### src/rtl/subservient_dbg_pkg.sv
// Shared opcode/response constants and FSM state type for the debug-bus host.
package subservient_dbg_pkg;

    localparam logic [7:0] OP_WRITE = 8'h57;
    localparam logic [7:0] OP_READ  = 8'h52;
    localparam logic [7:0] OP_HALT  = 8'h48;
    localparam logic [7:0] OP_GO    = 8'h47;
    localparam logic [7:0] RSP_OK   = 8'h4b;
    localparam logic [7:0] RSP_ERR  = 8'h45;

    typedef enum logic [2:0] {
        ST_IDLE,
        ST_ADDR,
        ST_DATA,
        ST_BUS,
        ST_RESP
    } dbg_state_t;

    // W and R carry a 4-byte address and go through the operand states
    function automatic logic is_bus_op(input logic [7:0] op);
        return (op == OP_WRITE) || (op == OP_READ);
    endfunction

endpackage

### src/rtl/subservient_dbg_host.sv
// Byte-stream command decoder that issues single-word Wishbone accesses on the
// core's debug port and controls the core's debug-mode input.
module subservient_dbg_host
    import subservient_dbg_pkg::*;
#(
    parameter int TIMEOUT     = 255,
    parameter bit DEBUG_RESET = 1'b1
) (
    input  logic        i_clk,
    input  logic        i_rst,
    input  logic [7:0]  i_rx_data,
    input  logic        i_rx_valid,
    output logic        o_rx_ready,
    output logic [7:0]  o_tx_data,
    output logic        o_tx_valid,
    input  logic        i_tx_ready,
    output logic        o_debug_mode,
    output logic [31:0] o_wb_dbg_adr,
    output logic [31:0] o_wb_dbg_dat,
    output logic [3:0]  o_wb_dbg_sel,
    output logic        o_wb_dbg_we,
    output logic        o_wb_dbg_stb,
    input  logic [31:0] i_wb_dbg_rdt,
    input  logic        i_wb_dbg_ack
);

    localparam int TW = $clog2(TIMEOUT + 1);

    dbg_state_t  state;
    dbg_state_t  state_next;
    logic [7:0]  opcode;
    logic [1:0]  byte_cnt;
    logic [1:0]  resp_idx;
    logic        resp_err;
    logic [31:0] adr;
    logic [31:0] dat;
    logic [31:0] rdata;
    logic [TW-1:0] tmo_cnt;
    logic        debug_mode;

    logic rx_accepting;
    logic rx_fire;
    logic tx_fire;
    logic last_operand;
    logic resp_last;

    // Receive side is open only in the command-collecting states and never in reset
    assign rx_accepting = ((state == ST_IDLE) || (state == ST_ADDR) || (state == ST_DATA)) && !i_rst;
    assign rx_fire      = i_rx_valid && rx_accepting;
    assign tx_fire      = (state == ST_RESP) && i_tx_ready;
    assign last_operand = rx_fire && (byte_cnt == 2'd3);
    assign resp_last    = ((opcode == OP_READ) && !resp_err) ? (resp_idx == 2'd3) : 1'b1;

    assign o_rx_ready   = rx_accepting;
    assign o_debug_mode = debug_mode;
    assign o_wb_dbg_adr = adr;
    assign o_wb_dbg_dat = dat;
    assign o_wb_dbg_sel = 4'hf;

    // State register
    always_ff @(posedge i_clk) begin
        if (i_rst) state <= ST_IDLE;
        else       state <= state_next;
    end

    // Next-state decode plus the state-derived bus and response outputs
    always_comb begin
        state_next   = state;
        o_wb_dbg_stb = 1'b0;
        o_wb_dbg_we  = 1'b0;
        o_tx_valid   = 1'b0;
        o_tx_data    = 8'h00;
        case (state)
            ST_IDLE: begin
                if (rx_fire) state_next = is_bus_op(i_rx_data) ? ST_ADDR : ST_RESP;
            end
            ST_ADDR: begin
                if (last_operand) begin
                    if (opcode == OP_WRITE) state_next = ST_DATA;
                    else                    state_next = debug_mode ? ST_BUS : ST_RESP;
                end
            end
            ST_DATA: begin
                if (last_operand) state_next = debug_mode ? ST_BUS : ST_RESP;
            end
            ST_BUS: begin
                o_wb_dbg_stb = 1'b1;
                o_wb_dbg_we  = (opcode == OP_WRITE);
                if (i_wb_dbg_ack || (tmo_cnt == TW'(1))) state_next = ST_RESP;
            end
            ST_RESP: begin
                o_tx_valid = 1'b1;
                if (resp_err)                o_tx_data = RSP_ERR;
                else if (opcode == OP_READ)  o_tx_data = rdata[{resp_idx, 3'b000} +: 8];
                else                         o_tx_data = RSP_OK;
                if (tx_fire && resp_last) state_next = ST_IDLE;
            end
            default: state_next = ST_IDLE;
        endcase
    end

    // Command capture, operand assembly, bus timeout and response sequencing
    always_ff @(posedge i_clk) begin
        if (i_rst) begin
            opcode     <= 8'h00;
            byte_cnt   <= 2'd0;
            resp_idx   <= 2'd0;
            resp_err   <= 1'b0;
            adr        <= 32'h0;
            dat        <= 32'h0;
            rdata      <= 32'h0;
            tmo_cnt    <= '0;
            debug_mode <= DEBUG_RESET;
        end else begin
            case (state)
                ST_IDLE: begin
                    if (rx_fire) begin
                        opcode   <= i_rx_data;
                        byte_cnt <= 2'd0;
                        resp_idx <= 2'd0;
                        resp_err <= !(is_bus_op(i_rx_data) || (i_rx_data == OP_HALT) ||
                                      (i_rx_data == OP_GO));
                        if (i_rx_data == OP_HALT) debug_mode <= 1'b1;
                        if (i_rx_data == OP_GO)   debug_mode <= 1'b0;
                    end
                end
                ST_ADDR: begin
                    if (rx_fire) begin
                        adr      <= {i_rx_data, adr[31:8]};
                        byte_cnt <= byte_cnt + 2'd1;
                    end
                    if (last_operand && (opcode == OP_READ)) begin
                        if (debug_mode) tmo_cnt  <= TW'(TIMEOUT);
                        else            resp_err <= 1'b1;
                    end
                end
                ST_DATA: begin
                    if (rx_fire) begin
                        dat      <= {i_rx_data, dat[31:8]};
                        byte_cnt <= byte_cnt + 2'd1;
                    end
                    if (last_operand) begin
                        if (debug_mode) tmo_cnt  <= TW'(TIMEOUT);
                        else            resp_err <= 1'b1;
                    end
                end
                ST_BUS: begin
                    if (i_wb_dbg_ack) begin
                        rdata <= i_wb_dbg_rdt;
                    end else begin
                        tmo_cnt <= tmo_cnt - TW'(1);
                        if (tmo_cnt == TW'(1)) resp_err <= 1'b1;
                    end
                end
                ST_RESP: begin
                    if (tx_fire) resp_idx <= resp_idx + 2'd1;
                end
                default: ;
            endcase
        end
    end

endmodule

### config.mk
export PLATFORM = sky130hd
export DESIGN_NAME = subservient_dbg_host
export DESIGN_NICKNAME = d
export VERILOG_FILES = /design/src/rtl/subservient_dbg_pkg.sv /design/src/rtl/subservient_dbg_host.sv
export SDC_FILE = /design/constraint.sdc
export NUM_CORES = 1
export LEC_CHECK = 0
export CORE_MARGIN = 2
export CORE_UTILIZATION = 50
export CTS_CLUSTER_SIZE = 20
export DETAILED_ROUTE_END_ITERATION = 6
export GPL_TIMING_DRIVEN = 0
export PLACE_DENSITY = 0.78
export SLEW_MARGIN = 20
export SYNTH_ARGS = -nofsm -noshare
export SYNTH_HDL_FRONTEND = slang
export SYNTH_SLANG_ARGS = --single-unit
### constraint.sdc
create_clock -name i_clk -period 2.5 [get_ports i_clk]
set_input_delay 0.375 -clock i_clk [delete_from_list [all_inputs] [get_ports i_clk]]
set_output_delay 0.375 -clock i_clk [all_outputs]
set_load 0.05 [all_outputs]
==> results of run 1 <==
## cells in the mapped netlist (2+ instances only)
library cell | number | share of area [%]
sky130_fd_sc_hd__a211oi_1 | 4 | 0.58
sky130_fd_sc_hd__inv_1 | 10 | 0.72
sky130_fd_sc_hd__nor3_1 | 9 | 0.87
sky130_fd_sc_hd__a211o_1 | 3 | 0.51
sky130_fd_sc_hd__clkbuf_1 | 28 | 2.0
sky130_fd_sc_hd__a31oi_1 | 4 | 0.48
sky130_fd_sc_hd__nand3_1 | 5 | 0.48
sky130_fd_sc_hd__a21oi_1 | 116 | 11
sky130_fd_sc_hd__or3b_2 | 2 | 0.34
sky130_fd_sc_hd__dfxtp_1 | 121 | 47
sky130_fd_sc_hd__buf_4 | 4 | 0.58
sky130_fd_sc_hd__nand2b_1 | 4 | 0.48
sky130_fd_sc_hd__nor2b_1 | 3 | 0.36
sky130_fd_sc_hd__nand3b_1 | 3 | 0.43
sky130_fd_sc_hd__buf_2 | 9 | 0.87
sky130_fd_sc_hd__nand4b_1 | 2 | 0.34
sky130_fd_sc_hd__and4bb_2 | 2 | 0.48
sky130_fd_sc_hd__nor2_1 | 18 | 1.3
sky130_fd_sc_hd__nand2_1 | 228 | 16
sky130_fd_sc_hd__o21a_1 | 2 | 0.29
sky130_fd_sc_hd__mux4_2 | 8 | 3.5
sky130_fd_sc_hd__a311oi_1 | 3 | 0.51
sky130_fd_sc_hd__and3_1 | 4 | 0.48
sky130_fd_sc_hd__a221oi_1 | 2 | 0.34
sky130_fd_sc_hd__buf_6 | 3 | 0.65
sky130_fd_sc_hd__nor4_1 | 3 | 0.36
sky130_fd_sc_hd__o21ai_0 | 8 | 0.77
sky130_fd_sc_hd__ha_1 | 4 | 0.96
sky130_fd_sc_hd__nor4b_1 | 2 | 0.34
sky130_fd_sc_hd__a21boi_0 | 2 | 0.29
## metal layers
layer | track usage (%) | vias to the layer above | part of all wire [%]
met4 | 11.1 | 0 | 2.4
met2 | 45.1 | 200 | 51
met3 | 6.19 | 29 | 6.6
li1 | - | 2486 | -
met5 | 0 | - | 0
met1 | 30.0 | 2388 | 40
## worst max path at each step
stage / startpoint / slack, ns / cells past startpoint / end
after detailed placement: resp_idx[0]$_SDFFE_PP0P_ / -0.01 / 5 / o_tx_data[6]
after floorplan: resp_idx[1]$_SDFFE_PP0P_ / 0.57 / 4 / o_tx_data[2]
after CTS: resp_idx[0]$_SDFFE_PP0P_ / -0.12 / 4 / o_tx_data[4]
final: resp_idx[0]$_SDFFE_PP0P_ / 0.08 / 5 / o_tx_data[1]
after global routing: resp_idx[0]$_SDFFE_PP0P_ / -0.001 / 5 / o_tx_data[6]
after global placement: state[1]$_SDFFE_PP0P_ / -0.04 / 4 / o_tx_data[7]
## cells in the final DEF (no fill, tap or decap), drive strengths merged, types with 10 or more instances in the layout
cell             n
a21oi          116
buf             23
clkbuf          52
clkdlybuf4s50  106
dfxtp          121
inv             12
nand2          228
nor2            18
nor3            10
## critical path: cells and delay by family (launching register included)
family | cells | cell delay [ns]
buf+inv | 3 | 0.51
flops | 1 | 0.37
mux | 1 | 0.47
compound gates | 1 | 0.18
## kinds of logic after synthesis
family / count (synthesis) / synth area share (%)
adder cells (fa/ha/maj): 4 / 0.963
AND/OR/NAND/NOR: 300 / 25.7
XOR/XNOR: 1 / 0.169
multiplexers: 9 / 3.68
flip-flops: 121 / 46.6
other: 1 / 0.0722
buffers and inverters: 57 / 5.35
AO/OA/AOI/OAI: 156 / 17.5
## sequential cells by signal, summed over array words and instances, names as in the netlist
name	count
o_debug_mode	1
state	3
o_wb_dbg_adr	32
tmo_cnt	8
resp_idx	2
o_wb_dbg_dat	32
resp_err	1
opcode	8
rdata	32
byte_cnt	2
## cell type report
class / count / area [sq um]
buffer: 47 / 253
timing repair buffer: 119 / 1150
multi-input combinational: 474 / 2520
clock inverter: 13 / 170
sequential: 121 / 2420
inverter: 10 / 37.5
fill: 819 / 3030
tap: 136 / 170
clock buffer: 19 / 432
## power by group through the flow
stage	Sequential, uW	Clock [uW]	Combinational (uW)
3_3_place_gp	2200	0	1220
5_1_grt	2190	2580	1370
2_1_floorplan	2210	0	877
3_5_place_dp	2200	0	1250
6_report	2170	2470	1280
4_1_cts	2170	2490	1240
## per-stage QoR
step           hold WS [ns]  area (sq um)
6_report              0.234          7150
5_1_grt               0.238          7150
4_1_cts               0.214          7140
3_5_place_dp          0.445          6560
3_3_place_gp          0.440          6560
2_1_floorplan         0.433          5210
## what timing repair did
action	4_1_cts	5_1_grt
hold endpoints to repair	0	0
setup endpoints to repair	12	7
buffers inserted	0	1
resized for setup	47	10
hold buffers	0	0
==> flow_summary.json, run 1 <==
{
  "finalNonFillerCells": 939,
  "post_route_cells_drive_above_1_share_pct": 11.2,
  "post_drt_via_cell_ratio": 5.43,
  "timing.slew.headroom_pct": 59.6,
  "worstHoldPathCells": 3,
  "comb_power_share_pct": 21.6,
  "flow.area_growth_from_synthesis_pct": 37.6,
  "critical_path.reg2reg.startpoint": "state[0]$_SDFFE_PP0P_",
  "timing.clock.skew_ns": 0.00667,
  "power_density_mw_per_mm2": 828,
  "tritoncts_clock_tree": "built",
  "fmax_mhz": 413,
  "cellLeakagePower_uw": 0.00246,
  "clkSinkCount": 121,
  "synth_cells": 649,
  "synth_cell_types": 63,
  "grt_pass1_vias": 4846,
  "synth.yosys.warnings": 0,
  "n_diodes": 0,
  "clock_power_share_pct": 41.8,
  "site_rows": 37,
  "ir_drop_v": 0.000510,
  "setup-violations-final": 0,
  "overflow": 0,
  "p_seq_share_pct": 36.7,
  "setup-tns-final_ns": 0,
  "cell_type_of_the_slowest_stage_on_the_worst_timing_path": "sky130_fd_sc_hd__mux4_2",
  "timing.final.crit_share_pct": 96.8,
  "switchingPower_uw": 1840,
  "remaining_drc_errors": 0,
  "criticalPathCategory": "reg -> out",
  "critical-path-max-stage-delay_ns": 0.47,
  "post-place-ws_ns": -0.0106,
  "core_region_area_sq_mm": 0.0102,
  "io_buffers": 118,
  "antenna_found_initial": 0,
  "critical_path.cell_chain": "buf_8, buf_4, mux4_2, o21a_1, buf_2",
  "via_count": 5103,
  "hpwl_after_detailed_placement_mm": 10.1,
  "route.antenna.remaining_nets": 0,
  "post-route-util_pct": 70.2,
  "timing_worst_slew_pin_value_ns": 0.602,
  "die_width_um": 106,
  "start_kind": "register",
  "htreeDepth": 4,
  "min-delay-start": "i_rx_data[0]",
  "grtUsageTotal_pct": 25.8,
  "post_synth_edffs": 0,
  "numCtsBuffers": 17,
  "drt_pass1_iterations": 6,
  "postLayoutSetupSlackWorst_ns": 0.0803,
  "total_power_uw": 5920,
  "synthFlopType": "sky130_fd_sc_hd__dfxtp_1",
  "cp.required_ns": 2.12,
  "report.final.hold_viol_count": 0,
  "yosys_register_bits": 121,
  "cts.reportedPaths.clkPinSlew_ns": 0.06,
  "hold_path.class": "in -> reg",
  "last_weighted_congestion_value_of_the_routability_driven_placer": 0.878,
  "post_synth_instance_area_sq_mm": 0.00519,
  "place.detailed.instances": 906,
  "synth-async-reset-ratio_pct": 0,
  "clockRootBuffer": "sky130_fd_sc_hd__clkbuf_8",
  "finalNetCount": 839,
  "run_status": "finished clean",
  "clk-insertion-delay-late_ns": 0.52,
  "drt_iter0_drc": 301,
  "ff2ff_path_depth": 6,
  "crit_arrival_ns": 2.04,
  "total_wirelength_of_the_detailed_routed_design_mm": 14.3,
  "timing.rr.end": "rdata[24]$_SDFFE_PP0P_",
  "synth_sequential_area_ratio_pct": 46.6,
  "hold_end": "o_wb_dbg_dat[24]$_SDFFE_PP0P_",
  "floorplan.die_area_sq_mm": 0.0112,
  "pin_count_of_the_biggest_net_entering_global_routing": 17,
  "timing.reg2reg.setup_slack_ns": 0.51,
  "start_util_pct": 51.0,
  "cap_viol_max_count": 0,
  "cts_max_path_buffers": 2,
  "final_max_slew_viol_count": 0,
  "timing.critical_path.to_type": "primary output",
  "io-pin-count": 126,
  "intPower_uw": 4090,
  "routed_wire_length_per_instance_um": 15.2,
  "grt_pass1_wl_mm": 22.7,
  "synth_area_per_cell_sq_um": 8.00,
  "timing.critical_path.fanout_max": 10,
  "die_height_um": 106,
  "post_layout_minimum_cycle_time_ns": 2.42,
  "switching_share_pct": 31.0
}
No activity file was read; power rests on OpenSTA's default activity.
==> run 2, diff against run 1 <==
--- a/config.mk
+++ b/config.mk
@@ -5,6 +5,7 @@
 export SDC_FILE = /design/constraint.sdc
 export NUM_CORES = 1
 export LEC_CHECK = 0
+export CORE_ASPECT_RATIO = 1.75
 export CORE_MARGIN = 2
 export CORE_UTILIZATION = 50
 export CTS_CLUSTER_SIZE = 20
==> flow_summary.json, run 2 (synthesized netlist as in run 1, its figures left out) <==
{
  "run_status": "finished clean",
  "antenna_found_initial": 0,
  "hold_path.class": "in -> reg",
  "n_diodes": 0,
  "floorplan.die_area_sq_mm": 0.0113,
  "switching_share_pct": 29.9,
  "cts.reportedPaths.clkPinSlew_ns": 0.05,
  "mostFrequentLayoutCell": "sky130_fd_sc_hd__nand2_1",
  "post_layout_minimum_cycle_time_ns": 2.42,
  "critical-path-top-delay-family": "multiplexers",
  "hpwl_after_detailed_placement_mm": 11.1,
  "flow.area_growth_from_synthesis_pct": 38.4,
  "clk-insertion-delay-late_ns": 0.42,
  "timing.final.crit_share_pct": 96.8,
  "via_count": 5094,
  "last_weighted_congestion_value_of_the_routability_driven_placer": 0.870,
  "min-delay-start": "i_rx_data[2]",
  "criticalPathCategory": "reg -> out",
  "timing.clock.skew_ns": 0.00692,
  "htreeDepth": 4,
  "power_density_mw_per_mm2": 845,
  "timing.critical_path.to_type": "primary output",
  "io-pin-count": 126,
  "comb_power_share_pct": 20.9,
  "intPower_uw": 4260,
  "routed_wire_length_per_instance_um": 15.9,
  "clock_power_share_pct": 43.3,
  "clkSinkCount": 121,
  "critical_path.reg2reg.startpoint": "state[2]$_SDFFE_PP0P_",
  "start_kind": "register",
  "timing.slew.headroom_pct": 55.2,
  "tritoncts_clock_tree": "built",
  "setup-violations-final": 0,
  "start_util_pct": 51.0,
  "io_buffers": 118,
  "die_width_um": 81.1,
  "clockRootBuffer": "sky130_fd_sc_hd__clkbuf_16",
  "post-route-util_pct": 70.7,
  "worst-path-buf-inv": 2,
  "ff2ff_path_depth": 7,
  "timing.rr.end": "rdata[13]$_SDFFE_PP0P_",
  "numCtsBuffers": 17,
  "die_height_um": 139,
  "timing.reg2reg.setup_slack_ns": 0.48,
  "site_rows": 49,
  "cts_hold_buffers": 0,
  "route.antenna.remaining_nets": 0,
  "timing_worst_slew_pin_value_ns": 0.668,
  "cellLeakagePower_uw": 0.00248,
  "setup-tns-final_ns": 0,
  "drt_iter0_drc": 266,
  "critical_path.cell_chain": "buf_6, mux4_2, and3_1, clkdlybuf4s15_2",
  "grtUsageTotal_pct": 26.6,
  "finalNonFillerCells": 929,
  "hold_end": "opcode[2]$_SDFFE_PP0P_",
  "cp.required_ns": 2.12,
  "report.final.hold_viol_count": 0,
  "unrepaired_setup_endpoints_after_global_routing": "no",
  "worstHoldPathCells": 3,
  "drt_pass1_iterations": 7,
  "core_region_area_sq_mm": 0.0102,
  "crit_arrival_ns": 2.05,
  "cap_viol_max_count": 0,
  "p_seq_share_pct": 35.8,
  "switchingPower_uw": 1820,
  "grt_pass1_wl_mm": 23.3,
  "place.detailed.instances": 897,
  "fmax_mhz": 413,
  "layout.cells.most_common_list": "sky130_fd_sc_hd__nand2_1, sky130_fd_sc_hd__dfxtp_1, sky130_fd_sc_hd__a21oi_1, sky130_fd_sc_hd__clkdlybuf4s50_1, sky130_fd_sc_hd__clkbuf_1",
  "critical-path-max-stage-delay_ns": 0.53,
  "post_route_cells_drive_above_1_share_pct": 10.7,
  "ir_drop_v": 0.000604,
  "finalNetCount": 838,
  "overflow": 0,
  "total_wirelength_of_the_detailed_routed_design_mm": 14.7,
  "grt_pass1_vias": 5152,
  "pin_count_of_the_biggest_net_entering_global_routing": 17,
  "final_max_slew_viol_count": 0,
  "timing.critical_path.fanout_max": 10,
  "remaining_drc_errors": 0,
  "cell_type_of_the_slowest_stage_on_the_worst_timing_path": "sky130_fd_sc_hd__mux4_2",
  "cts_max_path_buffers": 2,
  "post_drt_via_cell_ratio": 5.48,
  "cts_post_setup_buffers_inserted": 0
}
-- run 2: worst reg2reg max path, stage by stage (launching register included) --
cell and delay [ns]:
sky130_fd_sc_hd__dfxtp_1 0.36, sky130_fd_sc_hd__buf_2 0.24, sky130_fd_sc_hd__nand3b_1 0.29, sky130_fd_sc_hd__inv_1 0.15
sky130_fd_sc_hd__nand2_1 0.17, sky130_fd_sc_hd__clkbuf_1 0.41, sky130_fd_sc_hd__nand2_1 0.13, sky130_fd_sc_hd__a21oi_1 0.19
-- run 2: layout make-up --
cell class | instances | area, sq um
inverters | 10 | 37.5
flip-flops and latches | 121 | 2420
multi-input cells | 474 | 2510
fillers | 796 | 2990
well taps | 127 | 159
plain buffers | 47 | 248
repair buffers | 118 | 1170
clock buffers | 19 | 453
clock inverters | 13 | 190
-- run 2: timing repair --
| action | CTS | global route |
|---|---|---|
| resized for setup | 29 | 9 |
| endpoints found under the setup margin | 12 | 7 |
| cloned | 0 | 0 |
-- run 2: layer usage --
layer	share of wire (%)	global-route usage, %	vias up	routed length (um)
met4	3.6	12.2	0	537
met2	55	51.2	228	8120
li1	-	-	2476	-
met5	0	0	-	0
met1	35	24.9	2347	5220
met3	5.8	6.58	43	849
-- run 2: power by group through the flow --
| stage | Combinational, uW | Clock (uW) | Sequential (uW) |
|---|---|---|---|
| after detailed placement | 1250 | 0 | 2210 |
| final | 1270 | 2630 | 2180 |
| after CTS | 1250 | 2640 | 2170 |
| after global placement | 1220 | 0 | 2200 |
| after global routing | 1360 | 2730 | 2190 |
| after floorplan | 877 | 0 | 2210 |
-- run 2: how the worst max path moves through the flow --
| stage | startpoint | cells past startpoint | endpoint | slack (ns) |
|---|---|---|---|---|
| after detailed placement | resp_idx[0]$_SDFFE_PP0P_ | 5 | o_tx_data[2] | -0.03 |
| after global routing | state[2]$_SDFFE_PP0P_ | 4 | o_wb_dbg_stb | 0.004 |
| final | resp_idx[0]$_SDFFE_PP0P_ | 4 | o_tx_data[4] | 0.08 |
| after CTS | resp_idx[0]$_SDFFE_PP0P_ | 5 | o_tx_data[2] | -0.09 |
| after floorplan | resp_idx[1]$_SDFFE_PP0P_ | 4 | o_tx_data[2] | 0.57 |
| after global placement | resp_idx[0]$_SDFFE_PP0P_ | 5 | o_tx_data[2] | 0.01 |
-- run 2: stage by stage --
stage	power [uW]	hold WS (ns)	setup slack, ns	area, sq um
floorplan	3090	0.433	0.570	5210
global placement	3410	0.438	0.0105	6550
detailed placement	3460	0.447	-0.0305	6550
CTS	6050	0.324	-0.0923	7200
global route	6280	0.370	0.00375	7190
finish	6080	0.331	0.0800	7190
